==> config.mk <==
export PLATFORM = sky130hd
export DESIGN_NAME = lcd_responder
export DESIGN_NICKNAME = d
export VERILOG_FILES = /design/src/rtl/lcd_pkg.sv /design/src/rtl/lcd_sync.sv /design/src/rtl/lcd_responder.sv
export SDC_FILE = /design/constraint.sdc
export NUM_CORES = 1
export LEC_CHECK = 0
export CAP_MARGIN = 20
export CORE_MARGIN = 4
export CORE_UTILIZATION = 45
export DETAILED_ROUTE_END_ITERATION = 12
export PLACE_DENSITY = 0.67
export SLEW_MARGIN = 20
export SYNTH_ARGS = -nofsm -noshare
export SYNTH_HDL_FRONTEND = slang
export SYNTH_SLANG_ARGS = --single-unit
==> constraint.sdc <==
create_clock -name clock -period 4 [get_ports clock]
set_input_delay 0.8 -clock clock [delete_from_list [all_inputs] [get_ports clock]]
set_output_delay 0.8 -clock clock [all_outputs]
set_load 0.005 [all_outputs]
==> src/rtl/lcd_pkg.sv <==
// Shared definitions for the HD44780-style LCD responder: opcodes, FSM states,
// buffer geometry and DDRAM-address helpers.
package lcd_pkg;

  localparam int BUF_DEPTH = 32;
  localparam int IDX_W     = 5;

  localparam logic [6:0] LINE1_BASE = 7'h00;
  localparam logic [6:0] LINE2_BASE = 7'h40;
  localparam logic [7:0] CHAR_SPACE = 8'h20;

  // Instruction groups are identified by their highest set bit
  localparam logic [7:0] OP_CLEAR   = 8'h01;
  localparam logic [7:0] OP_HOME    = 8'h02;
  localparam logic [7:0] OP_ENTRY   = 8'h04;
  localparam logic [7:0] OP_DISPLAY = 8'h08;
  localparam logic [7:0] OP_SHIFT   = 8'h10;
  localparam logic [7:0] OP_FUNC    = 8'h20;
  localparam logic [7:0] OP_CGRAM   = 8'h40;
  localparam logic [7:0] OP_DDRAM   = 8'h80;

  typedef enum logic [1:0] {
    ST_IDLE  = 2'd0,
    ST_CLEAR = 2'd1,
    ST_BUSY  = 2'd2
  } state_e;

  typedef struct packed {
    logic [IDX_W-1:0] ac;
    logic             id;
    logic             disp_on;
    logic             cgram;
  } ctl_t;

  function automatic logic [IDX_W-1:0] ddram_to_idx(input logic [6:0] addr);
    return {(addr & LINE2_BASE) != 7'h00, addr[3:0]};
  endfunction

  function automatic logic [IDX_W-1:0] step_ac(input logic [IDX_W-1:0] ac, input logic inc);
    return inc ? ac + IDX_W'(1) : ac - IDX_W'(1);
  endfunction

endpackage

==> src/rtl/lcd_sync.sv <==
// Two-flop synchroniser for the LCD bus controls and data, with a falling-edge
// strobe on the synchronised enable.
module lcd_sync (
  input  logic       clock,
  input  logic       reset,
  input  logic       en_i,
  input  logic       rs_i,
  input  logic       rw_i,
  input  logic [7:0] data_i,
  output logic       en_o,
  output logic       rs_o,
  output logic       rw_o,
  output logic [7:0] data_o,
  output logic       fall_o
);

  logic [10:0] s1_q;
  logic [10:0] s2_q;
  logic        en_prev_q;

  always_ff @(posedge clock) begin
    if (!reset) begin
      s1_q      <= '0;
      s2_q      <= '0;
      en_prev_q <= 1'b0;
    end else begin
      s1_q      <= {en_i, rs_i, rw_i, data_i};
      s2_q      <= s1_q;
      en_prev_q <= s2_q[10];
    end
  end

  assign {en_o, rs_o, rw_o, data_o} = s2_q;
  assign fall_o = en_prev_q & ~s2_q[10];

endmodule

==> src/rtl/lcd_responder.sv <==
// HD44780-style LCD emulator: captures bus transactions, keeps a 2x16 character buffer.
// Define LCD_RESPONDER_BUSY_EN for timed busy/overrun emulation; otherwise busy only covers clear.
//
// state | meaning
// IDLE  | accepting writes
// CLEAR | filling the buffer with spaces, one entry per cycle
// BUSY  | emulated execution time after a write (LCD_RESPONDER_BUSY_EN only)
module lcd_responder
  import lcd_pkg::*;
#(
  parameter int BUSY_LONG  = 2000,
  parameter int BUSY_SHORT = 50
) (
  input  logic             clock,
  input  logic             reset,
  input  logic             lcd_rs,
  input  logic             lcd_rw,
  input  logic             lcd_en,
  input  logic [7:0]       lcd_data_in,
  output logic [7:0]       lcd_data_out,
  output logic             lcd_data_oe,
  input  logic [IDX_W-1:0] rd_addr,
  output logic [7:0]       rd_char,
  output logic             cmd_valid,
  output logic [7:0]       cmd_code,
  output logic             busy,
  output logic [IDX_W-1:0] cursor,
  output logic             overrun
);

  logic       en_s, rs_s, rw_s, fall_s;
  logic [7:0] data_s;

  lcd_sync u_sync (
    .clock  (clock),
    .reset  (reset),
    .en_i   (lcd_en),
    .rs_i   (lcd_rs),
    .rw_i   (lcd_rw),
    .data_i (lcd_data_in),
    .en_o   (en_s),
    .rs_o   (rs_s),
    .rw_o   (rw_s),
    .data_o (data_s),
    .fall_o (fall_s)
  );

  state_e           state_q, state_d;
  ctl_t             ctl_q, ctl_d;
  logic [IDX_W-1:0] clr_idx_q, clr_idx_d;
  logic             init_q, init_d;
  logic             cmd_valid_q, cmd_valid_d;
  logic [7:0]       cmd_code_q, cmd_code_d;
  logic [7:0]       buf_q [BUF_DEPTH];
  logic [7:0]       rd_char_q;

  logic             wr_en;
  logic [IDX_W-1:0] wr_idx;
  logic [7:0]       wr_data;
  logic             wr_req, rd_req;

`ifdef LCD_RESPONDER_BUSY_EN
  localparam int CNT_W = $clog2((BUSY_LONG > BUSY_SHORT ? BUSY_LONG : BUSY_SHORT) + 1);
  logic [CNT_W-1:0] cnt_q, cnt_d;
  logic             ovr_q, ovr_d;
`endif

  assign wr_req = fall_s & ~rw_s;
  assign rd_req = fall_s &  rw_s;

  always_comb begin
    state_d     = state_q;
    ctl_d       = ctl_q;
    clr_idx_d   = clr_idx_q;
    init_d      = init_q;
    cmd_valid_d = 1'b0;
    cmd_code_d  = cmd_code_q;
    wr_en       = 1'b0;
    wr_idx      = ctl_q.ac;
    wr_data     = data_s;
`ifdef LCD_RESPONDER_BUSY_EN
    cnt_d       = cnt_q;
    ovr_d       = ovr_q;
`endif

    // Reads are served in every state
    if (rd_req && rs_s) ctl_d.ac = step_ac(ctl_q.ac, ctl_q.id);

    unique case (state_q)
      ST_IDLE: begin
        if (init_q) begin
          state_d   = ST_CLEAR;
          clr_idx_d = '0;
        end else if (wr_req) begin
`ifdef LCD_RESPONDER_BUSY_EN
          state_d = ST_BUSY;
          cnt_d   = CNT_W'(BUSY_SHORT - 1);
`endif
          if (rs_s) begin
            if (!ctl_q.cgram) begin
              wr_en    = 1'b1;
              ctl_d.ac = step_ac(ctl_q.ac, ctl_q.id);
            end
          end else begin
            cmd_valid_d = 1'b1;
            cmd_code_d  = data_s;
            if (data_s == OP_CLEAR) begin
              state_d   = ST_CLEAR;
              clr_idx_d = '0;
            end else if ((data_s & ~8'h01) == OP_HOME) begin
              ctl_d.ac = ddram_to_idx(LINE1_BASE);
`ifdef LCD_RESPONDER_BUSY_EN
              cnt_d    = CNT_W'(BUSY_LONG - 1);
`endif
            end else if (data_s >= OP_DDRAM) begin
              ctl_d.ac    = ddram_to_idx(data_s[6:0]);
              ctl_d.cgram = 1'b0;
            end else if (data_s >= OP_CGRAM) begin
              ctl_d.cgram = 1'b1;
            end else if (data_s >= OP_SHIFT && data_s < OP_FUNC) begin
              // Display shift (bit 3) has no visible effect on the buffer
              if (!data_s[3]) ctl_d.ac = step_ac(ctl_q.ac, data_s[2]);
            end else if (data_s >= OP_DISPLAY && data_s < OP_SHIFT) begin
              ctl_d.disp_on = data_s[2];
            end else if (data_s >= OP_ENTRY && data_s < OP_DISPLAY) begin
              ctl_d.id = data_s[1];
            end
          end
        end
      end

      ST_CLEAR: begin
        wr_en     = 1'b1;
        wr_idx    = clr_idx_q;
        wr_data   = CHAR_SPACE;
        clr_idx_d = clr_idx_q + IDX_W'(1);
        if (clr_idx_q == IDX_W'(BUF_DEPTH - 1)) begin
          ctl_d.ac = ddram_to_idx(LINE1_BASE);
          ctl_d.id = 1'b1;
          init_d   = 1'b0;
          state_d  = ST_IDLE;
`ifdef LCD_RESPONDER_BUSY_EN
          // The power-on fill is not a host command, so it skips the execution delay
          if (!init_q) begin
            state_d = ST_BUSY;
            cnt_d   = CNT_W'(BUSY_LONG - 1);
          end
`endif
        end
`ifdef LCD_RESPONDER_BUSY_EN
        if (wr_req) ovr_d = 1'b1;
`endif
      end

`ifdef LCD_RESPONDER_BUSY_EN
      ST_BUSY: begin
        if (cnt_q == '0) state_d = ST_IDLE;
        else             cnt_d   = cnt_q - CNT_W'(1);
        if (wr_req) ovr_d = 1'b1;
      end
`endif

      default: state_d = ST_IDLE;
    endcase
  end

  always_ff @(posedge clock) begin
    if (!reset) begin
      state_q       <= ST_IDLE;
      ctl_q.ac      <= ddram_to_idx(LINE1_BASE);
      ctl_q.id      <= 1'b1;
      ctl_q.disp_on <= 1'b0;
      ctl_q.cgram   <= 1'b0;
      clr_idx_q     <= '0;
      init_q        <= 1'b1;
      cmd_valid_q   <= 1'b0;
      cmd_code_q    <= 8'h00;
      rd_char_q     <= CHAR_SPACE;
      for (int i = 0; i < BUF_DEPTH; i++) buf_q[i] <= CHAR_SPACE;
`ifdef LCD_RESPONDER_BUSY_EN
      cnt_q         <= '0;
      ovr_q         <= 1'b0;
`endif
    end else begin
      state_q     <= state_d;
      ctl_q       <= ctl_d;
      clr_idx_q   <= clr_idx_d;
      init_q      <= init_d;
      cmd_valid_q <= cmd_valid_d;
      cmd_code_q  <= cmd_code_d;
      rd_char_q   <= buf_q[rd_addr];
      if (wr_en) buf_q[wr_idx] <= wr_data;
`ifdef LCD_RESPONDER_BUSY_EN
      cnt_q       <= cnt_d;
      ovr_q       <= ovr_d;
`endif
    end
  end

  assign busy         = (state_q != ST_IDLE);
  assign cursor       = ctl_q.ac;
  assign cmd_valid    = cmd_valid_q;
  assign cmd_code     = cmd_code_q;
  assign rd_char      = rd_char_q;
  assign lcd_data_oe  = en_s & rw_s & lcd_rw;
  assign lcd_data_out = !lcd_data_oe ? 8'h00 :
                        (rs_s ? buf_q[ctl_q.ac] : {busy, 2'b00, ctl_q.ac});

`ifdef LCD_RESPONDER_BUSY_EN
  assign overrun = ovr_q;
`else
  assign overrun = 1'b0;
`endif

endmodule

# After elaboration in Yosys (flattened, before gate mapping)
# Memory sizes are Yosys's and may differ from the RTL's. A register that Yosys moved wholly into a read port is not among the register bits.
# Cells that the tools add are included.
[word_totals]
reg_bits = 48
latchBits = 0
mem_bits_rw = 256
romBits = 0
inputBits = 18
out_inout_bits = 33
mem_count = 1
[classes]
n_addsub = 3
mul = 0
div = 0
order_cmp = 8
eq_ne = 18
shifts = 0
muxes = 53
bitwise_logic = 17
reduce_logical = 18
[memory_table]
columns = ["name", "depth", "width", "read_ports", "rd_clocked_by_memory_dff", "write_ports", "line", "text"]
rows = [
  ["buf_q", 32, 8, 2, 2, 32, "lcd_responder.sv:54", "logic [7:0] buf_q [BUF_DEPTH];"],
]
[ops]
columns = ["cell", "n"]
rows = [
  ["5-bit 2-to-1 mux", 16],
  ["8-bit 2-to-1 mux", 7],
  ["2-bit != test, second input constant", 11],
  ["1-bit 2-to-1 mux", 15],
  ["2-bit 2-to-1 mux", 7],
  ["1-bit NOT", 12],
  ["6-bit one-hot mux with 2 select lines", 1],
  ["12-bit AND reduction", 1],
  ["4-bit AND reduction", 3],
  ["5-bit by 1-bit adder with 5-bit output, second input constant", 2],
  ["5-bit one-hot mux with 2 select lines", 1],
  ["10-bit AND reduction", 1],
  ["3-bit != test, second input constant", 3],
  ["8-bit by 1-bit equality test with 1-bit output, second input constant", 1],
  ["8-bit by 3-bit greater-or-equal comparator with 1-bit output, second input constant", 1],
  ["8-bit by 4-bit greater-or-equal comparator with 1-bit output, second input constant", 1],
  ["8-bit by 5-bit greater-or-equal comparator with 1-bit output, second input constant", 1],
  ["8-bit by 7-bit greater-or-equal comparator with 1-bit output, second input constant", 1],
  ["8-bit greater-or-equal comparator, second input constant", 1],
  ["8-bit by 4-bit < comparator with 1-bit output, second input constant", 1],
  ["8-bit by 5-bit < comparator with 1-bit output, second input constant", 1],
  ["8-bit by 6-bit < comparator with 1-bit output, second input constant", 1],
  ["8-bit OR reduction", 1],
  ["7-bit by 1-bit equality test with 1-bit output, second input constant", 1],
  ["other kinds (16)", 26],
]

# Longest topological paths before layout
[logic_depth]
ltp_word = 16
ltp_mapped = 10

# Hierarchy
# From an unflattened synthesis, not the netlist that was laid out.
[unflattened]
cells_unflattened = 1228
area_unflattened_um2 = 16114.2
[by_module_without_submodules]
columns = ["module", "n_inst", "cells_per_inst", "area_each_um2"]
rows = [
  ["lcd_responder", 1, 1179, 15459.8],
  ["lcd_sync", 1, 49, 654.4],
]

# Worst setup path before layout
# Ideal clock, no wire load.
[synth_timing]
path_type = "reg-to-output"
from = "register, netlist name cursor[0]"
to = "output lcd_data_out[1]"
t_arrival_ns = 1.990
setup_slack_ns = 1.210
stages_incl_launch_ff = 9
path_buffers = 3
path_cell_list = "dfxtp_1 -> buf_6 -> buf_2 -> buf_4 -> mux4_2 -> o22ai_1 -> nor3_1 -> o21ai_0 -> o31ai_1"
[synth_lines]
columns = ["element", "line", "text"]
rows = [
  ["to (decl)", "lcd_responder.sv:20", "output logic [7:0] lcd_data_out,"],
]

==> metrics.md <==
| Metric | Value |
|---|---|
| Routed length per instance | between 20 and 30 um |
| Peak VDD IR | 309 uV |
| Setup TNS | 0 ns |
| Non-filler cells, final | 1693 |
| Power share of the sequential group | between 50% and 60% |
| Internal power | 5.54 mW |
| Post-synth top cells | edfxtp_1 (256), nor2_1 (235), mux4_2 (149) |
| Fin. max-slew vios | 0 |
| Switching share of power | 22.7% |
| Post-synth EDFFs | 256 |
| Port Buffers | 49 |
| Clk Tree Root Cell | clkbuf_16 |
| Die Y-Extent | 197 um |
| Status | finished clean |
| Total CTS buffers | 34 |
| Synth area leaders | edfxtp_1 (48%), mux4_2 (21%), dfxtp_1 (6.7%) |
| Grt ovf | 0 |
| Initial Utilization | 46.0% |
| Worst-case clock buffer depth | 3 |
| DRC violations left | 0 |
| Placed cell area | 17000 um2 |
| CTS clock-pin slew for the worst setup and hold paths | 0.06 ns |
| FILL cells | ~3000 |
| Avg Cell Area, Syn | roughly 13 um2 |
| Final Wtd Congestion | 0.950 |
| Max-cap viol count | 0 |
| Htree depth | 2 |
| FP Rows | 68 |
| Design Area, Final | 18100 um2 |
| P&R area growth vs syn | 12.8% |
| Met1 Usage GRT | 35.3% |
| Antenna violations before repair | 1 |
| Post-synth top area cell | edfxtp_1 |
| Synthesized net count | 1214 |
| M3 GR Usage | 4.26% |
| Register Area | between 8000 and 9000 um2 |
| DR iter-0 viols | 1509 |
| Clock power frac | 42.0% |
| Simple-Gate Fraction of Synth Area | 14.5% |
| Vias in the first global route | 10575 |
| DP Worst Slack | 0.309 ns |
| Most frequent cell after synthesis | edfxtp_1 |
| Yosys warnings | 0 |
| Post-synthesis xor/xnor area fraction | 0.819% |
| IO Count | 51 |
| Multi-input combinational cell area | 6780 um2 |
| Yosys reg bits | 310 |
| PnR worst setup slack | 0.0465 ns |
| Core Region | 34900 um2 |
| Comb pwr share | about 7% |
| Post-Synth Adder-Cell Area | 0.312% |
| Mux cell area share after synthesis | 22.1% |
| Final period util | 98.8% |
| Register area share after synthesis | 54.6% |
| Fmax | 253 MHz |
| Final hold vios | 0 |
| Static Leakage | 5.69 nW |
| Antenna-violating nets left | 0 |
| Die Area | 38800 um2 |
| Setup crit end kind | output pin |
| Post-synthesis compound-gate area fraction | 4.43% |
| DRT Pass-1 Iters | 6 |
| Most Crowded Layer GR | met2 |
| Synth cell types | 66 |
| Via/cell ratio | between 6 and 7 |
| Worst path required time | between 3 and 4 ns |
| Crit-path max FO | 9 |
| Syn Inst Count | 1192 |
| GRT Total Usage | 24.5% |
| Layout cells sized above 1 | 24.2% |
| Placed cells | 1627 |
| Diodes inserted | 0 |
| Fin crit period | 3.95 ns |
| Arrival time worst endpoint | 3.15 ns |
| Insertion delay to the later sink of the worst-skew pair | ~0.52 ns |
| Worst setup SP type | flip-flop |
| # setup viols final | 0 |
| Top cell type's share of synthesized area | between 40% and 50% |
| Quantity of hold-fixing buffers added after cts | 0 |
| Chip width | 197 um |
| Netlist Area Pre-Place | 16100 um2 |
| Hold Crit Class | flip-flop to flip-flop |
| Met2 Usage GRT | 37.6% |
| Worst-margin pin slew | 1.05 ns |
| Final clock skew | 0.0225 ns |
| RSZ-0062 raised after global routing | no |
| First-pass GRT wire length | 71000 um |
| Layout Utilization | between 50% and 60% |
| Switch Pwr | 1.63 mW |
| Clk sinks | just over 300 |
| Largest family of logic cells by synthesized area | multiplexers |
| Critical path class | flip-flop to output pin |
| Largest net degree at the start of global routing | 69 |
| Slew headroom | 29.5% |
| CTS tree | done |
| Fin nets | about 1200 |
| Prevailing post-synth register cell | edfxtp_1 |
| Vias post-DR | 10816 |
| Post-DP HPWL | 32000 um |
| Asr flop ratio synth | 0% |
| PwrDens | 396 nW/um2 |
| Total Wirelength | 47400 um |
-- power groups by stage --
stage | registers (mW) | logic, mW | clock network (mW)
final | 3.66 | 0.499 | 3.01
after global routing | 3.67 | 0.522 | 3.17
after CTS | 3.66 | 0.496 | 3.03
after detailed placement | 3.73 | 0.494 | 0
after global placement | 3.72 | 0.491 | 0
after floorplan | 3.69 | 0.329 | 0
-- kinds of logic (layout without fill, tap and decap cells) --
group / after synthesis / after routing
AO/OA/AOI/OAI: 95 / 95
AND/OR/NAND/NOR: 486 / 486
multiplexers: 167 / 167
other: 1 / 1
adder cells (fa/ha/maj): 4 / 4
XOR/XNOR: 15 / 15
flip-flops: 310 / 310
buffers and inverters: 114 / 160
-- per-layer routing --
metal | share of wire, % | wire [um]
met5 | 0.021 | 10
met4 | 4.5 | 2120
met3 | 11 | 5320
met2 | 46 | 21800
met1 | 38 | 18200
-- placed cells by master, fill, tap and decap left out, types with 9 or more instances in the layout --
| cell | n |
|---|---|
| or3_1 | 32 |
| xnor2_1 | 13 |
| o21ai_0 | 19 |
| nor2_1 | 235 |
| a21oi_1 | 16 |
| mux2i_1 | 15 |
| nand2b_1 | 15 |
| a22o_1 | 9 |
| clkdlybuf4s50_1 | 46 |
| mux4_2 | 149 |
| nand2_2 | 32 |
| clkbuf_16 | 35 |
| nand2_1 | 73 |
| buf_4 | 34 |
| edfxtp_1 | 256 |
| inv_1 | 9 |
| clkbuf_1 | 12 |
| nor2b_1 | 18 |
| and2_1 | 28 |
| dfxtp_1 | 51 |
-- cell type report --
type                       instances  area share, %
sequential                       310           48.5
multi-input combinational        768           37.4
clock buffer                      51           5.35
timing repair buffer              91           5.04
tap                              455           3.14
clock inverter                     8          0.366
inverter                          10          0.207
-- critical path, stage by stage, from the launching register on --
cell	delay [ns]
dfxtp_4	0.51
buf_4	0.19
mux4_2	0.48
nor2b_1	0.16
a2111oi_1	0.52
nor4_1	0.15
buf_4	0.18
clkdlybuf4s50_1	0.44
-- registers in the layout (all words and copies together) (netlist names) --
signal and flops:
buf_q 256, clr_idx_q 5, cmd_code 8, cmd_valid 1
ctl_q 2, cursor 5, init_q 1, rd_char 8
state_q 1, u_sync.en_prev_q 1, u_sync.s1_q 11, u_sync.s2_q 11
-- path summary, 6_finish.rpt --
| path | startpoint | end | cells past startpoint | slack [ns] |
|---|---|---|---|---|
| max | cursor[0] | lcd_data_out[3] | 7 | 0.05 |
| min | u_sync.s1_q[7] | u_sync.s2_q[7] | 1 | 0.43 |
| max reg2reg | u_sync.s2_q[9] | buf_q[10][1] | 6 | 1.05 |
| min reg2reg | u_sync.s1_q[7] | u_sync.s2_q[7] | 1 | 0.43 |
-- metrics by stage --
step / power (mW) / hold WS (ns)
6_report: 7.17 / 0.429
5_1_grt: 7.37 / 0.443
4_1_cts: 7.19 / 0.432
3_5_place_dp: 4.22 / 0.419
3_3_place_gp: 4.22 / 0.416
2_1_floorplan: 4.01 / 0.412
-- timing repair --
item / CTS / global route
gates cloned: 0 / 0
buffers inserted: 7 / 0
pin swaps: 0 / 0
endpoints found under the setup margin: 7 / 1
resized for setup: 1 / 2
No activity file was read; power rests on OpenSTA's default activity.
